File: src/rtl/seg7_pkg.sv
// rtl/seg7_pkg.sv - shared types and hex segment table for the seven-segment scan driver
package seg7_pkg;

    typedef enum logic [1:0] {
        IDLE,
        SHOW,
        GAP
    } state_t;

    localparam logic [6:0] SEG_BLANK = 7'h00;

    // Segment order {g,f,e,d,c,b,a}; entry 15 is listed first.
    localparam logic [15:0][6:0] HEX_SEG = {
        7'h71, 7'h79, 7'h5E, 7'h39, 7'h7C, 7'h77, 7'h6F, 7'h7F,
        7'h07, 7'h7D, 7'h6D, 7'h66, 7'h4F, 7'h5B, 7'h06, 7'h3F
    };

endpackage

File: src/rtl/seg7_scan_driver_if.sv
// rtl/seg7_scan_driver_if.sv - result word valid/ready handshake between result stage and display
interface seg7_scan_driver_if #(
    parameter int DIGITS = 4
);
    logic                  res_valid;
    logic                  res_ready;
    logic [4*DIGITS-1:0]   res_data;

    modport master (output res_valid, output res_data, input res_ready);
    modport slave  (input res_valid, input res_data, output res_ready);
endinterface

File: src/rtl/seg7_hex_decode.sv
// rtl/seg7_hex_decode.sv - combinational 4-bit hex to seven-segment lookup
module seg7_hex_decode
    import seg7_pkg::*;
(
    input  logic [3:0] nibble,
    output logic [6:0] seg
);
    assign seg = HEX_SEG[nibble];
endmodule

File: src/rtl/seg7_scan_driver.sv
// rtl/seg7_scan_driver.sv - double-buffered multiplexed seven-segment scan driver
// Optional leading-zero suppression: define SEG7_LZ_BLANK_EN.
module seg7_scan_driver
    import seg7_pkg::*;
#(
    parameter int DIGITS   = 4,
    parameter int PRESCALE = 16
) (
    input  logic                clk,
    input  logic                rst,
    seg7_scan_driver_if.slave   res,
    output logic [6:0]          seg,
    output logic [DIGITS-1:0]   dig_en,
    output logic                frame_done
);
    localparam int DIG_W = $clog2(DIGITS);
    localparam int CNT_W = $clog2(PRESCALE);
    localparam logic [DIG_W-1:0] DIG_LAST = DIG_W'(DIGITS - 1);
    localparam logic [CNT_W-1:0] CNT_LAST = CNT_W'(PRESCALE - 1);

    state_t                 state;
    logic [4*DIGITS-1:0]    shadow;
    logic [4*DIGITS-1:0]    active;
    logic                   pending;
    logic [DIG_W-1:0]       digit;
    logic [CNT_W-1:0]       cnt;
    logic                   wrap_q;
    logic [6:0]             dec_seg;
    logic                   lz_blank;

    assign res.res_ready = !pending;

    seg7_hex_decode u_decode (
        .nibble (active[4*digit +: 4]),
        .seg    (dec_seg)
    );

`ifdef SEG7_LZ_BLANK_EN
    // zero_from[k]: nibbles k..DIGITS-1 of the displayed word are all zero.
    logic [DIGITS-1:0] zero_from;
    always_comb begin
        zero_from = '0;
        zero_from[DIGITS-1] = (active[4*(DIGITS-1) +: 4] == 4'h0);
        for (int k = DIGITS - 2; k >= 0; k--) begin
            zero_from[k] = zero_from[k+1] && (active[4*k +: 4] == 4'h0);
        end
    end
    assign lz_blank = (digit != '0) && zero_from[digit];
`else
    assign lz_blank = 1'b0;
`endif

    // Outputs are registered from the current state, so they trail it by one
    // cycle; frame_done is delayed through wrap_q to stay aligned with them.
    always_ff @(posedge clk or posedge rst) begin
        if (rst) begin
            state      <= IDLE;
            shadow     <= '0;
            active     <= '0;
            pending    <= 1'b0;
            digit      <= '0;
            cnt        <= '0;
            wrap_q     <= 1'b0;
            seg        <= SEG_BLANK;
            dig_en     <= '0;
            frame_done <= 1'b0;
        end else begin
            if (res.res_valid && !pending) begin
                shadow  <= res.res_data;
                pending <= 1'b1;
            end
            wrap_q     <= 1'b0;
            frame_done <= wrap_q;
            seg        <= SEG_BLANK;
            dig_en     <= '0;
            case (state)
                IDLE: begin
                    if (pending) begin
                        active  <= shadow;
                        pending <= 1'b0;
                        digit   <= '0;
                        cnt     <= '0;
                        state   <= SHOW;
                    end
                end
                SHOW: begin
                    dig_en <= {{(DIGITS-1){1'b0}}, 1'b1} << digit;
                    seg    <= lz_blank ? SEG_BLANK : dec_seg;
                    if (cnt == CNT_LAST) begin
                        cnt   <= '0;
                        state <= GAP;
                    end else begin
                        cnt <= cnt + 1'b1;
                    end
                end
                GAP: begin
                    state <= SHOW;
                    if (digit == DIG_LAST) begin
                        digit  <= '0;
                        wrap_q <= 1'b1;
                        if (pending) begin
                            active  <= shadow;
                            pending <= 1'b0;
                        end
                    end else begin
                        digit <= digit + 1'b1;
                    end
                end
                default: state <= IDLE;
            endcase
        end
    end
endmodule

File: src/flat_wrapper.sv
// flat-port wrapper written by rule: the top's interface ports become plain ports
module seg7_scan_driver_flat import seg7_pkg::*;
#(
    parameter int DIGITS   = 4,
    parameter int PRESCALE = 16
)
  (clk, rst, seg, dig_en, frame_done, res_res_valid, res_res_data, res_res_ready);
  seg7_scan_driver_if #(.DIGITS(DIGITS)) res_i ();
  input  logic clk;
  input  logic rst;
  output logic [6:0] seg;
  output logic [DIGITS-1:0] dig_en;
  output logic frame_done;
  input wire logic [$bits(res_i.res_valid)-1:0] res_res_valid;
  input wire logic [$bits(res_i.res_data)-1:0] res_res_data;
  output wire logic [$bits(res_i.res_ready)-1:0] res_res_ready;
  assign res_i.res_valid = res_res_valid;
  assign res_i.res_data = res_res_data;
  assign res_res_ready = res_i.res_ready;
  seg7_scan_driver #(.DIGITS(DIGITS), .PRESCALE(PRESCALE)) u_core (.clk(clk), .rst(rst), .res(res_i), .seg(seg), .dig_en(dig_en), .frame_done(frame_done));
endmodule
File: config.mk
export PLATFORM = sky130hd
export DESIGN_NAME = seg7_scan_driver_flat
export DESIGN_NICKNAME = d
export VERILOG_FILES = /design/src/rtl/seg7_pkg.sv /design/src/rtl/seg7_scan_driver_if.sv /design/src/rtl/seg7_hex_decode.sv /design/src/rtl/seg7_scan_driver.sv /design/src/flat_wrapper.sv
export SDC_FILE = /design/constraint.sdc
export NUM_CORES = 1
export LEC_CHECK = 0
export BUFFER_PORTS_ARGS = -buffer_cell sky130_fd_sc_hd__buf_4
export CAP_MARGIN = 20
export CORE_MARGIN = 2
export CORE_UTILIZATION = 41
export CTS_BUF_LIST = sky130_fd_sc_hd__clkbuf_4
export DETAILED_ROUTE_END_ITERATION = 7
export GPL_TIMING_DRIVEN = 0
export MAX_ROUTING_LAYER = met4
export SYNTH_ARGS = -nofsm -noshare
export SYNTH_HDL_FRONTEND = slang
export SYNTH_SLANG_ARGS = --single-unit
File: constraint.sdc
create_clock -name clk -period 3.3 [get_ports clk]
set_clock_uncertainty 0.05 [all_clocks]
set_input_delay 0 -clock clk [delete_from_list [all_inputs] [get_ports clk]]
set_output_delay 0 -clock clk [all_outputs]
set_load 0.05 [all_outputs]
==> reports/qor.txt, run 1 <==
CP Class = register to register
CTS root buf = clkbuf_4
All-Layer GR Usage = 0.148
Power Density = 884 nW/µm²
CTS Buf Count = 5
Post-CTS Setup Bufs = 0
Commonest cells post-synth = dfrtp_1, mux2_2, ha_1
Grt peak-use layer = met2
Fin Setup TNS = 0 ns
Pin count of the biggest net entering global routing = 41
Hold buffers post-CTS = 18
Vias in the first global route = 1492
Global-route wire length before repair = 7060 µm
Initial antenna violation count = 0
Syn_nets = 202
Drt first pass iters = 4
Worst Path Required = 3.52 ns
Post-cts sizing count = 0
CP arrival = 2.46 ns
HP Class = input pin to asynchronous set/reset pin
Slew margin rel. = 0.631
Cell with the most instances after synthesis = dfrtp_1
CP max FO = 7
Period utilization = 0.677
Tot Pwr = 0.00267 W
Placed wire-length estimate = 3020 µm
Critical Path Start Type = register
P_leak = 1.37 nW
DR vias = 1491
Yosys cell types = 39
Antenna diodes = 0
Residual DRC = 0
M2 GR Usage = 0.244
Share of cells above drive strength 1 = 0.374
Num ports = 32
Initial Util = 0.431
Post-layout net count = 259
Post-synth EDFFs = 0
Final-layout fill cell count = 499
RePlAce Congestion = 0.815
Die area = 6530 µm²
Slew @ Worst Pin = 0.553 ns
GRT Residual Overflow = 0
Vias per Instance = 4.94
Syn_area_per_cell = 14.1 µm²
Status = complete, no violations
H-tree Lvls = 2
Max_cap viols = 0
Final Hold Viols = 0
Worst-Skew Late Latency = 0.38 ns
Synth-to-layout area growth = 25.1%
CTS max path bufs = 2
Min cycle time layout = 2.23 ns
WL per Instance = 13.7 µm
Fraction of registers with async set/reset = 1.00
Pins over their slew limit = 0
Max VDD drop = 0.439 mV
Routed wire length = 4140 µm
Cell accounting for the most synthesized area = dfrtp_1
Mapped cell area = 2420 µm²
M1 GR Usage = 0.176
Synthesized instance count = 172
Clock sinks = 54
Seq/Total Area, Yosys = 0.559
CTS tree = done
Yosys warns = 0
Synth area leaders = dfrtp_1, mux2_2, ha_1, mux4_1, mux4_2
Top_reg_cell synth = dfrtp_1
Row Count = 27
Antenna viol nets, final = 0
Final setup viols = 0
Core Area = 5610 µm²
Die H = 80.8 µm
Seq cells post-synth = 54
Chip width = 80.8 µm
# port buffers = 31
CP endpoint kind = register
FMAX = 448 MHz
Clock slew at reported path FFs = 0.15 ns
Post-synth top area share = 0.559
Iter 0 DRT Violations = 56
RSZ-0062 raised after global routing = false
Global-route track usage on met3 = 0.0367
## cells in the final DEF, fill, tap and decap left out, types with 2 or more instances in the layout
cell	netlist	final
dfrtp_1	54	54
mux2_2	32	32
buf_4	0	31
dlygate4sd3_1	0	18
ha_1	11	11
inv_1	10	9
nor2_1	7	7
clkbuf_4	0	6
a22o_1	4	4
and2_1	4	4
buf_6	3	3
nor2b_1	3	3
nand2_1	3	3
nand2b_1	3	3
mux2i_1	3	3
clkbuf_1	3	3
o21bai_1	2	2
nand3_1	2	2
mux4_1	2	2
mux4_2	2	2
a221oi_2	2	2
a21oi_1	2	2
## final timing paths
| check | startpoint | endpoint | slack, ns | depth (start not counted) |
|---|---|---|---|---|
| max | u_core.digit[0] | u_core.seg[4] | 1.07 | 6 |
| min | rst | u_core.state[0] | 0.08 | 3 |
| max reg2reg | u_core.digit[0] | u_core.seg[4] | 1.07 | 6 |
| min reg2reg | u_core.wrap_q | u_core.frame_done | 0.32 | 0 |
| max in group asynchronous | rst | u_core.active[8] | 2.61 | 4 |
| min in group clk | u_core.wrap_q | u_core.frame_done | 0.32 | 0 |
## where the power goes
part / switching (W) / leakage [nW] / total [W] / internal [W]
clock: 0.000203 / 0.0419 / 0.000371 / 0.000168
combinational: 0.000611 / 0.681 / 0.00120 / 0.000589
sequential: 0.000153 / 0.647 / 0.00110 / 0.000949
## registers in the layout, indices dropped and copies added, names as in the netlist
signal / cells
u_core.wrap_q: 1
u_core.active: 16
u_core.pending: 1
u_core.shadow: 16
u_core.seg: 7
u_core.dig_en: 4
u_core.frame_done: 1
u_core.digit: 2
u_core.state: 2
u_core.cnt: 4
## stage by stage
step / util / setup WS (ns) / instances / cell area (µm²) / hold slack, ns
final: 0.539 / 1.07 / 302 / 3020 / 0.0803
after global routing: 0.539 / 0.947 / 302 / 3020 / 0.0689
after CTS: 0.539 / 1.05 / 302 / 3020 / 0.0704
after detailed placement: 0.492 / 1.08 / 276 / 2760 / -0.0575
after global placement: 0.489 / 1.13 / 275 / 2740 / 0.173
after floorplan: - / 1.25 / 172 / 2420 / 0.0807
## metal layers
metal / wire (µm) / share of wire / up-vias
met3: 177 / 0.043 / 5
met2: 2090 / 0.50 / 32
met1: 1830 / 0.44 / 738
li1: - / - / 716
met4: 51 / 0.012 / 0
met5: 0 / 0 / -
## cells by family after synthesis
kind of cell	Yosys count	synth area share
flip-flops	54	0.559
multiplexers	39	0.202
AND/OR/NAND/NOR	27	0.0600
AO/OA/AOI/OAI	22	0.0807
buffers and inverters	18	0.0378
adder cells (fa/ha/maj)	11	0.0569
XOR/XNOR	1	0.00362
## worst max-delay path: stages (launching register included)
cell and delay, ns:
dfrtp_1 0.42, buf_6 0.16, mux4_1 0.69, inv_1 0.16
ha_1 0.28, mux2i_1 0.11, o221a_2 0.28
## final cells by class
| type | count | area, µm² | area share |
|---|---|---|---|
| Multi-Input combinational cell | 100 | 975 | 0.322 |
| Sequential cell | 54 | 1350 | 0.447 |
| Timing Repair Buffer | 50 | 433 | 0.143 |
| Inverter | 10 | 37.5 | 0.0124 |
| Clock inverter | 2 | 37.5 | 0.0124 |
| Tap cell | 72 | 90.1 | 0.0298 |
| Buffer | 8 | 53.8 | 0.0178 |
| Clock buffer | 6 | 45.0 | 0.0149 |
(Power assumes the default switching activity.)
==> run 2, diff against run 1 <==
Clock period 3.3 ns to 2.2 ns, I/O delays scaled along.
==> reports/qor.txt, run 2 (synthesis gave the netlist of run 1 again) <==
Iter 0 DRT Violations = 77 (+38%)
RePlAce Congestion = 0.815 (unchanged)
Vias per Instance = 4.96 (+0.47%)
CTS max path bufs = 2 (unchanged)
Die H = 80.8 µm (unchanged)
Placed wire-length estimate = 3020 µm (unchanged)
Pins over their slew limit = 0 (unchanged)
Slew @ Worst Pin = 0.557 ns (+0.00421 ns)
Clock sinks = 54 (unchanged)
Pre-CTS setup slack = -0.0219 ns (-1.10 ns)
HP Class = input pin to asynchronous set/reset pin
Pin count of the biggest net entering global routing = 41 (unchanged)
Drt first pass iters = 4 (unchanged)
Post-layout net count = 259 (unchanged)
Synth-to-layout area growth = 25.0% (about the same)
Num ports = 32 (unchanged)
CP arrival = 2.26 ns (-0.20 ns)
Core Area = 5610 µm² (unchanged)
CP max FO = 7 (unchanged)
Initial antenna violation count = 0 (unchanged)
CP endpoint kind = register
Vias in the first global route = 1483 (-0.60%)
Share of cells above drive strength 1 = 0.391 (+0.0174)
Placed insts = 276 (unchanged)
Max VDD drop = 0.648 mV (+48%)
Commonest non-fill, non-tap cell in the layout = dfrtp_1
H-tree Lvls = 2 (unchanged)
Worst Path Required = 2.40 ns (-1.12 ns)
Die area = 6530 µm² (unchanged)
All-Layer GR Usage = 0.149 (+0.00148)
GRT Residual Overflow = 0 (unchanged)
DR vias = 1498 (+0.47%)
CTS Buf Count = 5 (unchanged)
CTS tree = done
Residual DRC = 0 (unchanged)
P_leak = 1.37 nW (-0.32%)
RSZ-0062 raised after global routing = false
Routed wire length = 4190 µm (+1.0%)
Antenna viol nets, final = 0 (unchanged)
Min cycle time layout = 2.06 ns (-0.176 ns)
Initial Util = 0.431 (unchanged)
Clock slew at reported path FFs = 0.15 ns (about the same)
CP Class = register to register
Final Hold Viols = 0 (unchanged)
Period utilization = 0.936 (+0.259)
Critical Path Start Type = register
CTS root buf = clkbuf_4
Chip width = 80.8 µm (unchanged)
Antenna diodes = 0 (unchanged)
Global-route wire length before repair = 7120 µm (+0.88%)
Most frequent cells in the layout = dfrtp_1, mux2_2, buf_4
Top Registers = u_core.active x16, u_core.shadow x16, u_core.seg x7
Slew margin rel. = 0.628 (-0.00280)
Setup WS post-layout = 0.141 ns (-0.924 ns)
Worst-Skew Late Latency = 0.38 ns (about the same)
FMAX = 486 MHz (+8.5%)
Status = complete, no violations
Max_cap viols = 0 (unchanged)
Non-filler cells, final = 302 (unchanged)
Row Count = 27 (unchanged)
Power Density = 1330 nW/µm² (+51%)
Final setup viols = 0 (unchanged)
WL per Instance = 13.9 µm (+1.0%)
# port buffers = 31 (unchanged)
run 2: cell types whose count changed in the layout (fill, tap and decap cells not counted):
cell,before,now
mux4_2,2,4
ha_2,0,1
clkbuf_1,3,2
buf_4,31,32
mux4_1,2,0
ha_1,11,10
run 2: path summary, 6_finish.rpt:
check	start	depth (start not counted)	end	slack, ns
setup / recovery	u_core.digit[0]	7	u_core.seg[3]	0.14
min in group clk	u_core.wrap_q	0	u_core.frame_done	0.32
hold reg to reg	u_core.wrap_q	0	u_core.frame_done	0.32
max in group asynchronous	rst	4	u_core.active[8]	1.52
setup reg to reg	u_core.digit[0]	7	u_core.seg[3]	0.14
hold / removal	rst	3	u_core.state[0]	0.07
run 2: layer usage:
| metal | track usage | vias to the layer above | wire (µm) |
|---|---|---|---|
| li1 | - | 716 | - |
| met1 | 0.184 | 747 | 1870 |
| met2 | 0.240 | 30 | 2090 |
| met3 | 0.0367 | 5 | 174 |
| met4 | 0.0559 | 0 | 53 |
| met5 | - | - | 0 |
run 2: timing repair:
item                       4_1_cts  5_1_grt
cloned                           0        0
hold buffers                    18        0
gates resized for setup          2        1
buffers inserted                 0        1
hold endpoints to repair        71        0
setup endpoints to repair       11        2
run 2: final cells by class:
class | count | area (µm²)
fillers | 504 | 2590
flip-flops and latches | 54 | 1350
multi-input cells | 100 | 970
repair buffers | 51 | 440
well taps | 72 | 90.1
plain buffers | 7 | 50.0
clock buffers | 6 | 45.0
clock inverters | 2 | 37.5
inverters | 10 | 37.5
run 2: metrics by stage:
| stage | total power [W] | TNS, ns | cell area, µm² | util | hold slack [ns] |
|---|---|---|---|---|---|
| 2_1_floorplan | 0.00303 | 0 | 2420 | - | 0.0807 |
| 3_3_place_gp | 0.00338 | 0 | 2740 | 0.489 | 0.173 |
| 3_5_place_dp | 0.00347 | -0.105 | 2760 | 0.492 | -0.0575 |
| 4_1_cts | 0.00406 | 0 | 3010 | 0.537 | 0.0704 |
| 5_1_grt | 0.00431 | 0 | 3020 | 0.539 | 0.0689 |
| 6_report | 0.00403 | 0 | 3020 | 0.539 | 0.0714 |
run 2: report_power, final:
group	leakage, nW	internal (W)	switching (W)	total (W)
registers	0.647	0.00142	0.000231	0.00165
logic	0.677	0.000890	0.000927	0.00182
clock network	0.0419	0.000252	0.000309	0.000561
total	1.37	0.00257	0.00147	0.00403
run 2: critical path, cell delays in order (launching register included):
cell and delay (ns):
dfrtp_1 0.39, buf_6 0.15, mux4_2 0.58, inv_1 0.16, ha_1 0.20, inv_1 0.05
o2111ai_1 0.24, o31ai_1 0.13
